--- src/rtl/regfile_wb_arbiter_pkg.sv ---
// Shared constants for the register-file writeback arbiter.
package regfile_wb_arbiter_pkg;

  localparam int unsigned XLEN     = 32;
  localparam int unsigned AW       = 5;
  localparam int unsigned NREGS    = 1 << AW;
  localparam int unsigned REG_ZERO = 0;

endpackage

--- src/rtl/regfile_wb_arbiter_if.sv ---
// Writeback request bus, register-file write port and scoreboard query signals.
// slave: the arbiter; master: the writeback sources plus the issue stage.
interface regfile_wb_arbiter_if #(
  parameter int unsigned N_REQ = 3,
  parameter int unsigned XLEN  = regfile_wb_arbiter_pkg::XLEN,
  parameter int unsigned AW    = regfile_wb_arbiter_pkg::AW
);
  import regfile_wb_arbiter_pkg::*;

  logic [N_REQ-1:0]      req_valid;
  logic [N_REQ*AW-1:0]   req_addr;
  logic [N_REQ*XLEN-1:0] req_data;
  logic [N_REQ-1:0]      req_ready;

  logic                  wb_we;
  logic [AW-1:0]         wb_addr;
  logic [XLEN-1:0]       wb_data;

  logic                  rsv_valid;
  logic [AW-1:0]         rsv_addr;
  logic [AW-1:0]         rs1_addr;
  logic [AW-1:0]         rs2_addr;
  logic                  rs1_busy;
  logic                  rs2_busy;
  logic                  stall;

  modport master (
    output req_valid, req_addr, req_data, rsv_valid, rsv_addr, rs1_addr, rs2_addr,
    input  req_ready, wb_we, wb_addr, wb_data, rs1_busy, rs2_busy, stall
  );

  modport slave (
    input  req_valid, req_addr, req_data, rsv_valid, rsv_addr, rs1_addr, rs2_addr,
    output req_ready, wb_we, wb_addr, wb_data, rs1_busy, rs2_busy, stall
  );

endinterface

--- src/rtl/regfile_wb_arbiter_rr_arbiter.sv ---
// One-hot arbiter for the writeback port. Round-robin by default; with
// WB_FIXED_PRIO_EN defined it becomes fixed priority (lowest index wins) and
// carries no pointer state.
module regfile_wb_arbiter_rr_arbiter #(
  parameter int unsigned N = 3
) (
  input  logic         clk,
  input  logic         rst,
  input  logic [N-1:0] i_req,
  output logic [N-1:0] o_gnt
);
  import regfile_wb_arbiter_pkg::*;

`ifdef WB_FIXED_PRIO_EN

  // Grant the lowest-indexed requester.
  always_comb begin
    o_gnt = '0;
    for (int unsigned i = 0; i < N; i++) begin
      if (i_req[i] && (o_gnt == '0)) o_gnt[i] = 1'b1;
    end
  end

`else

  localparam int unsigned PW = $clog2(N);

  logic [PW-1:0] r_ptr;
  logic [PW-1:0] w_ptr_d;
  logic [PW-1:0] w_idx;
  logic          w_found;

  // Search upward from the pointer (wrapping); first requester wins and the
  // pointer moves just past it. Every grant is a transfer since ready == grant.
  always_comb begin
    o_gnt   = '0;
    w_found = 1'b0;
    w_ptr_d = r_ptr;
    w_idx   = '0;
    for (int unsigned i = 0; i < N; i++) begin
      w_idx = PW'((32'(r_ptr) + i) % N);
      if (!w_found && i_req[w_idx]) begin
        w_found      = 1'b1;
        o_gnt[w_idx] = 1'b1;
        w_ptr_d      = (32'(w_idx) == N - 1) ? '0 : w_idx + 1'b1;
      end
    end
  end

  // Round-robin pointer register.
  always_ff @(posedge clk or posedge rst) begin
    if (rst) r_ptr <= '0;
    else     r_ptr <= w_ptr_d;
  end

`endif

endmodule

--- src/rtl/regfile_wb_arbiter.sv ---
// Register-file writeback arbiter: shares the single write port among N_REQ
// sources (one grant per cycle), registers the granted write, and keeps a
// per-register pending-write scoreboard for RAW stalls at issue.
// Define WB_FIXED_PRIO_EN for fixed-priority arbitration instead of round-robin.
module regfile_wb_arbiter #(
  parameter int unsigned N_REQ = 3,
  parameter int unsigned XLEN  = regfile_wb_arbiter_pkg::XLEN,
  parameter int unsigned AW    = regfile_wb_arbiter_pkg::AW
) (
  input logic                 clk,
  input logic                 rst,
  regfile_wb_arbiter_if.slave bus
);
  import regfile_wb_arbiter_pkg::*;

  localparam int unsigned NumRegs = 1 << AW;

  logic [N_REQ-1:0]   w_gnt;
  logic               w_any;
  logic [AW-1:0]      w_gnt_addr;
  logic [XLEN-1:0]    w_gnt_data;
  logic               w_gnt_real;

  logic               r_wb_we;
  logic [AW-1:0]      r_wb_addr;
  logic [XLEN-1:0]    r_wb_data;

  logic [NumRegs-1:0] r_busy;
  logic [NumRegs-1:0] w_busy_d;

  regfile_wb_arbiter_rr_arbiter #(
    .N (N_REQ)
  ) u_arb (
    .clk   (clk),
    .rst   (rst),
    .i_req (bus.req_valid),
    .o_gnt (w_gnt)
  );

  assign bus.req_ready = w_gnt;
  assign w_any         = |w_gnt;
  // x0 writes are accepted but never reach the register file.
  assign w_gnt_real    = w_any && (w_gnt_addr != AW'(REG_ZERO));

  // Select the granted requester's address and data.
  always_comb begin
    w_gnt_addr = '0;
    w_gnt_data = '0;
    for (int unsigned i = 0; i < N_REQ; i++) begin
      if (w_gnt[i]) begin
        w_gnt_addr = bus.req_addr[i*AW +: AW];
        w_gnt_data = bus.req_data[i*XLEN +: XLEN];
      end
    end
  end

  // Writeback stage: one-cycle registered write; address/data hold when idle.
  always_ff @(posedge clk or posedge rst) begin
    if (rst) begin
      r_wb_we   <= 1'b0;
      r_wb_addr <= '0;
      r_wb_data <= '0;
    end else begin
      r_wb_we <= w_gnt_real;
      if (w_any) begin
        r_wb_addr <= w_gnt_addr;
        r_wb_data <= w_gnt_data;
      end
    end
  end

  assign bus.wb_we   = r_wb_we;
  assign bus.wb_addr = r_wb_addr;
  assign bus.wb_data = r_wb_data;

  // Scoreboard next state: clear applied first so a same-edge reservation of
  // the same register wins; x0 is never busy.
  always_comb begin
    w_busy_d = r_busy;
    if (w_any)         w_busy_d[w_gnt_addr]   = 1'b0;
    if (bus.rsv_valid) w_busy_d[bus.rsv_addr] = 1'b1;
    w_busy_d[0] = 1'b0;
  end

  // Scoreboard register.
  always_ff @(posedge clk or posedge rst) begin
    if (rst) r_busy <= '0;
    else     r_busy <= w_busy_d;
  end

  assign bus.rs1_busy = r_busy[bus.rs1_addr];
  assign bus.rs2_busy = r_busy[bus.rs2_addr];
  assign bus.stall    = bus.rs1_busy | bus.rs2_busy;

endmodule

--- src/flat_wrapper.sv ---
// flat-port wrapper written by rule: the top's interface ports become plain ports
module regfile_wb_arbiter_flat import regfile_wb_arbiter_pkg::*;
#(
  parameter int unsigned N_REQ = 3,
  parameter int unsigned XLEN  = regfile_wb_arbiter_pkg::XLEN,
  parameter int unsigned AW    = regfile_wb_arbiter_pkg::AW
)
  (clk, rst, bus_req_valid, bus_req_addr, bus_req_data, bus_rsv_valid, bus_rsv_addr, bus_rs1_addr, bus_rs2_addr, bus_req_ready, bus_wb_we, bus_wb_addr, bus_wb_data, bus_rs1_busy, bus_rs2_busy, bus_stall);
  regfile_wb_arbiter_if #(.N_REQ(N_REQ), .XLEN(XLEN), .AW(AW)) bus_i ();
  input logic clk;
  input logic rst;
  input wire logic [$bits(bus_i.req_valid)-1:0] bus_req_valid;
  input wire logic [$bits(bus_i.req_addr)-1:0] bus_req_addr;
  input wire logic [$bits(bus_i.req_data)-1:0] bus_req_data;
  input wire logic [$bits(bus_i.rsv_valid)-1:0] bus_rsv_valid;
  input wire logic [$bits(bus_i.rsv_addr)-1:0] bus_rsv_addr;
  input wire logic [$bits(bus_i.rs1_addr)-1:0] bus_rs1_addr;
  input wire logic [$bits(bus_i.rs2_addr)-1:0] bus_rs2_addr;
  output wire logic [$bits(bus_i.req_ready)-1:0] bus_req_ready;
  output wire logic [$bits(bus_i.wb_we)-1:0] bus_wb_we;
  output wire logic [$bits(bus_i.wb_addr)-1:0] bus_wb_addr;
  output wire logic [$bits(bus_i.wb_data)-1:0] bus_wb_data;
  output wire logic [$bits(bus_i.rs1_busy)-1:0] bus_rs1_busy;
  output wire logic [$bits(bus_i.rs2_busy)-1:0] bus_rs2_busy;
  output wire logic [$bits(bus_i.stall)-1:0] bus_stall;
  assign bus_i.req_valid = bus_req_valid;
  assign bus_i.req_addr = bus_req_addr;
  assign bus_i.req_data = bus_req_data;
  assign bus_i.rsv_valid = bus_rsv_valid;
  assign bus_i.rsv_addr = bus_rsv_addr;
  assign bus_i.rs1_addr = bus_rs1_addr;
  assign bus_i.rs2_addr = bus_rs2_addr;
  assign bus_req_ready = bus_i.req_ready;
  assign bus_wb_we = bus_i.wb_we;
  assign bus_wb_addr = bus_i.wb_addr;
  assign bus_wb_data = bus_i.wb_data;
  assign bus_rs1_busy = bus_i.rs1_busy;
  assign bus_rs2_busy = bus_i.rs2_busy;
  assign bus_stall = bus_i.stall;
  regfile_wb_arbiter #(.N_REQ(N_REQ), .XLEN(XLEN), .AW(AW)) u_core (.clk(clk), .rst(rst), .bus(bus_i));
endmodule
--- config.mk ---
export PLATFORM = sky130hd
export DESIGN_NAME = regfile_wb_arbiter_flat
export DESIGN_NICKNAME = d
export VERILOG_FILES = /design/src/rtl/regfile_wb_arbiter_pkg.sv /design/src/rtl/regfile_wb_arbiter_if.sv /design/src/rtl/regfile_wb_arbiter_rr_arbiter.sv /design/src/rtl/regfile_wb_arbiter.sv /design/src/flat_wrapper.sv
export SDC_FILE = /design/constraint.sdc
export NUM_CORES = 1
export LEC_CHECK = 0
export ABC_AREA = 1
export CORE_UTILIZATION = 35
export DETAILED_ROUTE_END_ITERATION = 10
export PLACE_DENSITY = 0.79
export SLEW_MARGIN = 20
export SYNTH_ARGS = -nofsm -noshare
export SYNTH_HDL_FRONTEND = slang
export SYNTH_HIERARCHICAL = 1
export SYNTH_SLANG_ARGS = --single-unit
--- constraint.sdc ---
create_clock -name clk -period 5.5 [get_ports clk]
set_clock_uncertainty 0.05 [all_clocks]
set_input_delay 0.825 -clock clk [delete_from_list [all_inputs] [get_ports clk]]
set_output_delay 0.825 -clock clk [all_outputs]
set_load 0.02 [all_outputs]
==> run_results.csv, run 1 <==
group,metric,value,unit
status,status,"finished, final reports clean",
critical_path,reg2reg_setup_slack,2140,ps
clock_network,cts_sinks,71,
clock_network,clk_latency,320,ps
synth,syn_area_per_cell,6.672,um2
synth,synth.ff_latch_count,71,
floorplanning,placementRows,40,
synth,synth_top_family_by_area,"simple AND/OR/NAND/NOR gates",
placed_design,hpwl,11.14,mm
routing,firstDrtPassIters,5,
clock_network,cts_tree,"done",
clock_network,root_buffer,"clkbuf_16",
placed_design,port_buffers,175,
routing,initialDrtViolationCount,294,
routing,finalWirelength,14.65,mm
synth,synth_compound_area_share,14.41,%
sta,min_period,4107,ps
synth,yosysUniqueCellTypes,28,
sta,rsz0062_at_grt,"no",
clock_network,hold_buffers,0,
hold_path,min_path_cells,2,
critical_path,critPathKind,"input pin to primary output",
power,p_comb_share,66.5,%
critical_path,rr_startpoint,"u_core/u_arb/r_ptr[0]$_DFFE_PP0P_",
routing,drc,0,
clock_network,htreeDepth,3,
grt,grt.total_usage,22.92,%
sta,tightest_slew,854.8,ps
synth,synth_top_area_cell,"dfrtp_1",
synth,synth_nets,797,
power,p_sw_share,51.61,%
critical_path,reg2regPathDepth,18,
sta,clock.fmax,0.2435,GHz
sta,slew_viol_final,0,
synth,synth_xor_xnor_area_share,0,%
critical_path,cp-start-kind,"input pin",
synth,synth_area_leaders,"dfrtp_1 40%, nand2_1 26%, nand3_1 6.8%",
sta,fin_crit_sh,74.68,%
grt,grt_max_degree,42,
clock_network,cts_buffer_depth,2,
synth,syn_inst,661,
cells_and_area,diodes,0,
hold_path,holdPathEnd,"u_core/bus.wb_data[3]$_DFFE_PP0N_",
critical_path,cp_max_fo,17,
cells_and_area,nNetsFinal,963,
grt,grt_overflow,0,
synth,synth_mux_area_share,0,%
clock_network,clk_pin_slew,50,ps
sta,slew_headroom,42.57,%
hold_path,hp-class,"flip-flop to flip-flop",
clock_network,cts_setup_buffers,0,
synth,synthSimpleGateAreaFrac,38.13,%
power,leakage,3.111,nW
routing,avgRoutedWirePerCell,14.65,um
clock_network,numCtsBuffers,9,
power,switching_power,0.002500,W
power,pwr-share-seq,20.7,%
floorplanning,design.portCount,176,
power,ir_worst_vdd,0.7052,mV
critical_path,required,4620,ps
cells_and_area,syn_to_final_growth,50.27,%
sta,setup_ws,1393,ps
synth,ys_seq_area_share,40.28,%
routing,ant_nets,0,
synth,synth_area,4410,um2
routing,vias,4967,
grt,antenna_found_initial,0,
grt,grt_pass1_wl,23.23,mm
synth,yosysTopAreaCellShare,40.28,%
clock_network,cts_resized,0,
sta,setup_viol,0,
floorplanning,dieArea,13050,um2
hold_path,hold_start,"u_core/bus.wb_data[3]$_DFFE_PP0N_",
cells_and_area,layout-drive-gt1-share,6.731,%
sta,whs,426.8,ps
critical_path,r2r-end,"u_core/r_busy[3]$_DFF_PP0_",
synth,ys_warn_count,6,
floorplanning,dieHeight,114.3,um
floorplanning,coreArea,12160,um2
power,clkPwrFrac,12.8,%
routing,via_per_inst,4.967,
power,powerDensity,730.9,nW/um2
sta,finalSetupTns,0,ps
cells_and_area,fin_util,54.50,%
floorplanning,die_w,114.3,um
power,power.internal,0.002344,W
grt,first_global_vias,4526,
flow_run,drv_cap,0,
placed_design,place_ws,1425,ps
sta,hold_violations,0,
critical_path,worstSetupEndpointType,"primary output",
synth,synthAdderAreaFrac,1.135,%
placed_design,globalplace.congestion,0.8747,
critical_path,worst-endpoint-arrival,3230,ps
floorplanning,start_util,36.27,%
==> kinds of logic (layout without fill, tap and decap cells) <==
logic type | after synthesis | after routing
compound gates | 116 | 116
fa+ha+maj | 4 | 4
buf+inv | 67 | 238
flops | 71 | 71
simple gates | 403 | 403
==> critical path, cell delays in order <==
cell	delay (ps)
clkdlybuf4s50_1	830
inv_1	380
nand2_1	160
nand3_1	80
nand3_1	80
nand3_1	70
nand3_1	80
nand2_1	70
nand2_1	60
clkdlybuf4s50_1	590
==> Yosys cell counts (all sizes together) <==
| library cell | n |
|---|---|
| nand4 | 1 |
| inv | 41 |
| nand3 | 63 |
| ha | 4 |
| dfrtp | 71 |
| clkbuf | 14 |
| nor2 | 11 |
| o22ai | 1 |
| a221oi | 1 |
| nand2 | 317 |
| o211ai | 2 |
| buf | 12 |
| o21ai | 73 |
| nor3 | 11 |
| a21oi | 39 |
==> metal layers <==
metal / track usage, % / vias up / routed length (um)
li1: - / 2474 / -
met1: 29.40 / 2279 / 6198
met4: 7.532 / 0 / 201
met5: 0 / - / 0
met3: 4.129 / 15 / 1083
met2: 39.03 / 199 / 7166
==> stage by stage <==
| step | total power [W] | cells | cell area [um2] |
|---|---|---|---|
| detailed placement | 0.004224 | 984 | 6305 |
| global route | 0.005273 | 1000 | 6628 |
| finish | 0.004844 | 1000 | 6628 |
| CTS | 0.004858 | 1000 | 6628 |
| floorplan | 0.003171 | 661 | 4410 |
| global placement | 0.004171 | 984 | 6305 |
==> worst max path at each step <==
stage / startpoint / end / slack, ps / depth (start not counted)
floorplan: bus_req_valid[2] / u_core/r_busy[11]$_DFF_PP0_ / 2710 / 12
global placement: bus_rs2_addr[0] / bus_stall / 1460 / 10
detailed placement: bus_rs2_addr[0] / bus_stall / 1420 / 10
CTS: bus_rs2_addr[0] / bus_stall / 1420 / 10
global route: bus_rs2_addr[0] / bus_stall / 1210 / 10
finish: bus_rs2_addr[0] / bus_stall / 1390 / 10
==> sequential cells by signal, indices dropped and copies added, names as in the netlist <==
register            flops
u_core/bus.wb_we        1
u_core/r_busy          31
u_core/u_arb/r_ptr      2
u_core/bus.wb_addr      5
u_core/bus.wb_data     32
==> area by class of cell <==
type	instances	area [um2]
flip-flops and latches	71	1777
inverters	41	153.9
repair buffers	181	1797
clock buffers	10	239.0
clock inverters	6	83.83
well taps	168	210.2
fillers	1150	5534
multi-input cells	523	2367
==> power by group through the flow <==
stage / registers (W) / clock network (W) / logic (W)
5_1_grt: 0.00103 / 0.000654 / 0.00359
3_5_place_dp: 0.000998 / 0 / 0.00323
4_1_cts: 0.000997 / 0.000629 / 0.00323
3_3_place_gp: 0.000998 / 0 / 0.00317
6_report: 0.00100 / 0.000622 / 0.00322
2_1_floorplan: 0.00113 / 0 / 0.00205
==> cell usage in the layout (no fill, tap or decap) <==
cell type,netlist,routed
clkinv_4,0,1
a221oi_1,1,1
inv_1,33,32
nand2_1,308,308
o22ai_1,1,1
o21ai_1,33,33
clkdlybuf4s50_1,0,175
nor2_1,7,7
o211ai_1,2,2
a21oi_4,2,2
bufinv_16,0,2
nand2_2,7,7
nand3_1,60,60
o21ai_2,4,4
dfrtp_1,71,71
nand2_4,2,2
clkbuf_16,0,9
nor2_2,3,3
nor3_1,10,10
a21oi_1,35,35
ha_1,4,4
clkinv_2,0,3
nor3_4,1,1
inv_2,8,9
buf_4,1,6
nor2_4,1,1
nand3_2,3,3
nand4_1,1,1
a21oi_2,2,2
o21ai_0,36,36
clkbuf_8,0,1
No activity file was read; power rests on OpenSTA's default activity.
==> run 2: changes to the inputs <==
PLACE_DENSITY = 0.81   (was 0.79)
clock period = 3.35 ns   (was 5.5 ns; I/O delays follow)
==> run 2 against run 1 <==
Register-to-register slack worse by 1900 ps; sequential cell count unchanged; worst setup slack worse by 1300 ps; worst hold slack worse by 75 ps; design area up 1.4%; critical path type is now flip-flop to primary output; largest power group unchanged; highest routed layer unchanged.
==> run_results.csv, run 2 (synthesis gave the netlist of run 1 again) <==
group,metric,value,unit
status,status,"finished, final reports clean",
cells_and_area,layout-drive-gt1-share,7.390,%
sta,slew_viol_final,0,
floorplanning,placementRows,40,
routing,firstDrtPassIters,5,
floorplanning,die_w,114.3,um
clock_network,clk_pin_slew,50,ps
power,p_sw_share,51.36,%
sta,clock.fmax,0.3113,GHz
power,powerDensity,1219,nW/um2
sta,fin_crit_sh,95.89,%
cells_and_area,final_common_cell,"nand2_1",
sta,rsz0062_at_grt,"no",
cells_and_area,final_cell_mix,"308 x nand2_1, 173 x clkdlybuf4s50_1, 71 x dfrtp_1",
hold_path,hp-class,"input pin to asynchronous set/reset pin",
sta,min_period,3212,ps
power,clkPwrFrac,12.4,%
cells_and_area,largest_reg_flops,32,
critical_path,crit_path_cell_trace,"inv_1 -> ha_1 -> inv_2 -> nand2_2 -> nand2_1 -> nand2_1 -> nand2_2 -> nand2_4 -> nor2_2 -> nand2_1 -> nand2_1 -> clkdlybuf4s50_1",
floorplanning,coreArea,12160,um2
sta,finalSetupTns,0,ps
power,ir_worst_vdd,0.6168,mV
placed_design,port_buffers,175,
clock_network,clk_latency,330,ps
critical_path,reg2reg_setup_slack,260,ps
cells_and_area,fin_util,55.24,%
clock_network,cts_sinks,71,
power,power.internal,0.003983,W
clock_network,hold_buffers,0,
routing,vias,5019,
clock_network,cts_tree,"done",
clock_network,root_buffer,"clkbuf_16",
critical_path,critPathKind,"flip-flop to primary output",
grt,first_global_vias,4794,
placed_design,place_area,6395,um2
critical_path,required,2800,ps
routing,finalWirelength,15.16,mm
grt,grt_pass1_wl,24.39,mm
clock_network,cts_buffer_depth,2,
power,switching_power,0.004206,W
grt,grt_max_degree,65,
cells_and_area,nNetsFinal,970,
critical_path,reg2regPathDepth,17,
floorplanning,start_util,36.27,%
critical_path,critPathSlowestCell,"clkdlybuf4s50_1",
critical_path,cp-start-kind,"flip-flop",
grt,antenna_found_initial,0,
clock_network,numCtsBuffers,9,
floorplanning,dieHeight,114.3,um
floorplanning,dieArea,13050,um2
cells_and_area,diodes,0,
cells_and_area,syn_to_final_growth,52.31,%
clock_network,htreeDepth,3,
routing,drc,0,
cells_and_area,final_area,6718,um2
placed_design,hpwl,11.29,mm
flow_run,drv_cap,0,
sta,tightest_slew,929.7,ps
placed_design,globalplace.congestion,0.9022,
critical_path,worst-endpoint-arrival,2660,ps
routing,avgRoutedWirePerCell,15.05,um
critical_path,cp_max_fo,6,
sta,hold_violations,0,
critical_path,cp_slowest_stage_delay,640,ps
routing,via_per_inst,4.984,
critical_path,worstSetupEndpointType,"primary output",
power,leakage,3.173,nW
grt,grt_overflow,0,
floorplanning,design.portCount,176,
power,pwr-share-seq,20.0,%
sta,setup_viol,0,
grt,grt.total_usage,24.19,%
power,p_comb_share,67.6,%
routing,initialDrtViolationCount,349,
critical_path,crit_top_cell,"nand2_1",
routing,ant_nets,0,
sta,slew_headroom,37.54,%
-- run 2: worst paths after layout --
kind / start / to
min: rst / u_core/u_arb/r_ptr[0]$_DFFE_PP0P_
max in group asynchronous: rst / u_core/bus.wb_data[5]$_DFFE_PP0N_
max reg2reg: u_core/u_arb/r_ptr[0]$_DFFE_PP0P_ / u_core/r_busy[21]$_DFF_PP0_
min reg2reg: u_core/bus.wb_data[17]$_DFFE_PP0N_ / u_core/bus.wb_data[17]$_DFFE_PP0N_
max: u_core/u_arb/r_ptr[0]$_DFFE_PP0P_ / bus_req_ready[0]
min in group clk: u_core/bus.wb_data[17]$_DFFE_PP0N_ / u_core/bus.wb_data[17]$_DFFE_PP0N_
-- run 2: final cells by class --
class | count | area [um2]
Sequential cell | 71 | 1777
Clock buffer | 10 | 229.0
Inverter | 41 | 153.9
Clock inverter | 6 | 85.08
Fill cell | 1119 | 5444
Timing Repair Buffer | 188 | 1896
Tap cell | 168 | 210.2
Multi-Input combinational cell | 523 | 2367
-- run 2: through the flow --
stage / power (W) / hold WS, ps / cells / worst slack [ps]
CTS: 0.008184 / 352.0 / 1007 / 10.70
global placement: 0.007042 / 412.7 / 991 / 199.1
finish: 0.008189 / 351.7 / 1007 / 137.6
global route: 0.008867 / 362.7 / 1007 / 1.502
floorplan: 0.005206 / 193.7 / 661 / 640.2
detailed placement: 0.007148 / 418.5 / 991 / 115.8
-- run 2: per-layer routing --
| layer | wire length (um) | global-route usage [%] |
|---|---|---|
| met4 | 268 | 8.485 |
| met1 | 6117 | 29.63 |
| met5 | 0 | 0 |
| met2 | 7436 | 41.78 |
| met3 | 1334 | 5.453 |
-- run 2: worst max-delay path: cells and delay by family, from the launching register on --
family,cells,cell delay (ps)
adder cells (fa/ha/maj),1,390
AND/OR/NAND/NOR,8,690
buffers and inverters,3,850
flip-flops,1,400
-- run 2: power by group through the flow --
stage	combinational, W	clock [W]	sequential [W]
final	0.00554	0.00101	0.00164
after CTS	0.00552	0.00103	0.00163
after global placement	0.00541	0	0.00163
after detailed placement	0.00551	0	0.00163
after floorplan	0.00336	0	0.00185
after global routing	0.00612	0.00106	0.00168
-- run 2: repair_timing --
action / 4_1_cts / 5_1_grt
setup buffers: 0 / 0
setup endpoints to repair: 0 / 22
resized for setup: 0 / 3
==> run 3: changes to the inputs <==
PLACE_DENSITY = 0.79   (was 0.81)
SLEW_MARGIN = not set   (was 20)
SYNTH_HIERARCHICAL = not set   (was 1)
clock period = 2.6 ns   (was 3.35 ns; I/O delays follow)
==> run 3 against run 2 <==
Design area up 12%; global-route usage is 1.4 points lower; worst setup slack got worse by 21 ps; die area increased by 12%; wire length increased by 8.0%; synthesized area increased by 12%; sequential power up 32%; register-to-register slack got worse by 140 ps; critical path depth grew 7; synthesized cell count is 2.3% higher; largest cell class unchanged.
==> run_results.csv, run 3 <==
group,metric,value,unit
power,clkPwrFrac,9.9,%
cells_and_area,layout-drive-gt1-share,17.48,%
cells_and_area,final_cell_mix,"165 x clkdlybuf4s50_1, 112 x nand2_1, 70 x dfrtp_1",
power,pwr-share-seq,17.0,%
grt,grt_max_degree,38,
grt,grt-busiest-layer,"met2",
critical_path,required,2770,ps
routing,ant_nets,0,
synth,synth_common_cells,"118 x nand2_1, 72 x o21ai_0, 71 x dfrtp_1",
critical_path,rr_startpoint,"u_core.u_arb.r_ptr[0]$_DFFE_PP0P_",
floorplanning,placementRows,43,
power,p_comb_share,73.1,%
floorplanning,design.portCount,176,
floorplanning,die_w,120.8,um
grt,grt.total_usage,22.80,%
power,p_sw_share,51.91,%
synth,yosysMostFrequentCell,"nand2_1",
grt,grt_pass1_wl,25.85,mm
clock_network,clk_pin_slew,60,ps
status,status,"finished, final reports clean",
grt,grt_overflow,0,
clock_network,htreeDepth,3,
synth,ys_warn_count,0,
synth,synth_edf_count,0,
critical_path,cp-start-kind,"flip-flop",
power,switching_power,0.006569,W
critical_path,critPathKind,"flip-flop to flip-flop",
sta,setup_viol,0,
routing,firstDrtPassIters,5,
placed_design,globalplace.congestion,0.9391,
sta,slew_headroom,55.77,%
routing,via_per_inst,5.070,
routing,avgRoutedWirePerCell,15.44,um
sta,slew_viol_final,0,
synth,synth_nets,812,
floorplanning,coreArea,13830,um2
floorplanning,start_util,35.74,%
cells_and_area,fin_cells,1061,
clock_network,cts_sinks,71,
clock_network,cts_buffer_depth,2,
hold_path,hp-class,"input pin to asynchronous set/reset pin",
flow_run,drv_cap,0,
synth,ys_seq_area_share,35.95,%
sta,rsz0062_at_grt,"yes",
clock_network,hold_buffers,0,
cells_and_area,nNetsFinal,1013,
routing,vias,5379,
cells_and_area,largest_reg_flops,32,
clock_network,cts_tree,"done",
placed_design,place_area,7068,um2
synth,synthArstFlopShare,100.0,%
cells_and_area,final_area,7510,um2
synth,syn_inst,676,
power,leakage,3.367,nW
grt,grt_util_met2,36.93,%
critical_path,cp_max_fo,6,
floorplanning,dieArea,14600,um2
clock_network,clk_latency,330,ps
clock_network,numCtsBuffers,9,
placed_design,placed_cells,1044,
routing,finalWirelength,16.38,mm
placed_design,hpwl,12.74,mm
grt,use_met1,30.12,%
cells_and_area,syn_to_final_growth,51.95,%
synth,synth_top_area_cell,"dfrtp_1",
power,ir_worst_vdd,1.191,mV
synth,yosysTopAreaCellShare,35.95,%
synth,synth.ff_latch_count,71,
critical_path,worst-endpoint-arrival,2650,ps
sta,whs,425.8,ps
cells_and_area,final_common_cell,"clkdlybuf4s50_1",
critical_path,setup.worst_path.start,"u_core.u_arb.r_ptr[0]$_DFFE_PP0P_",
grt,first_global_vias,5076,
sta,min_period,2484,ps
synth,ys.flop_type,"dfrtp_1",
synth,yosysUniqueCellTypes,38,
grt,antenna_found_initial,0,
sta,hold_violations,0,
routing,drc,0,
critical_path,worstSetupEndpointType,"flip-flop",
placed_design,port_buffers,175,
grt,use_met3,3.255,%
cells_and_area,fin_util,54.31,%
sta,tightest_slew,661.1,ps
synth,syn_area_per_cell,7.311,um2
power,power.internal,0.006086,W
routing,initialDrtViolationCount,400,
clock_network,root_buffer,"clkbuf_16",
sta,clock.fmax,0.4026,GHz
synth,synth_area_leaders,"dfrtp_1 36%, nand2_1 9.0%, o21ai_0 7.3%",
power,powerDensity,1685,nW/um2
floorplanning,dieHeight,120.8,um
cells_and_area,fillCellCount,1274,
cells_and_area,diodes,0,
sta,fin_crit_sh,95.54,%
synth,synth_area,4942,um2
run 3: area by class of cell:
class	instances	area [um2]	share of cell area [%]
multi-input cells	499	2773	36.92
well taps	180	225.2	2.999
inverters	77	297.8	3.965
clock buffers	11	242.7	3.232
clock inverters	4	55.05	0.7331
flip-flops and latches	71	1778	23.68
repair buffers	218	2131	28.37
repair inverters	1	7.507	0.09997
run 3: worst max-delay path, cell delays in order, from the launching register on:
cell      delay (ps)
dfrtp_1          410
inv_2            130
ha_4             240
inv_4             70
nand2_1           50
nand3_1           80
nand2_2           90
nand2_2           80
clkinv_2          70
nand3_2           80
nand2_4           70
buf_6            140
a21oi_4          190
nand2_2           80
nand2_4          140
nand2_4          100
inv_4             90
nand3_1           90
nand2_1           70
nand2_1           50
run 3: cell families after synthesis:
family          synth area share (%)
flops                          35.95
simple gates                   32.05
fa+ha+maj                      1.013
compound gates                 20.51
buf+inv                        10.05
mux                           0.4304
run 3: per-layer routing:
metal	wire, um	vias up	part of all wire (%)
li1	-	2645	-
met1	6910	2500	42
met2	7918	196	48
met3	1036	38	6.3
met4	511	0	3.1
met5	0	-	0
run 3: final timing paths:
path,end,slack (ps),depth (start not counted)
max,u_core.r_busy[23]$_DFF_PP0_,120,19
min,u_core.bus.wb_data[2]$_DFFE_PP0N_,430,3
max reg2reg,u_core.r_busy[23]$_DFF_PP0_,120,19
min reg2reg,u_core.r_busy[6]$_DFF_PP0_,430,2
max in group asynchronous,u_core.r_busy[24]$_DFF_PP0_,1710,3
min in group clk,u_core.r_busy[6]$_DFF_PP0_,430,2
run 3: repair_timing:
action | in CTS | in global routing
setup endpoints to repair | 6 | 68
resized for setup | 24 | 45
setup buffers | 0 | 1
pin swaps | 0 | 11
gates cloned | 0 | 1
run 3: power groups by stage:
| stage | registers, W | logic, W | clock network, W |
|---|---|---|---|
| floorplan | 0.00239 | 0.00567 | 0 |
| global placement | 0.00214 | 0.00865 | 0 |
| detailed placement | 0.00214 | 0.00877 | 0 |
| CTS | 0.00213 | 0.00878 | 0.00126 |
| global route | 0.00221 | 0.0102 | 0.00131 |
| finish | 0.00216 | 0.00925 | 0.00125 |
run 3: metrics by stage:
stage	total power, W	TNS (ps)	setup slack, ps
after floorplan	0.008057	0	316.8
after global placement	0.01079	-1275	-544.9
after detailed placement	0.01092	-1464	-563.1
after CTS	0.01217	-54.14	-54.14
after global routing	0.01374	-425.6	-82.88
final	0.01265	0	116.1
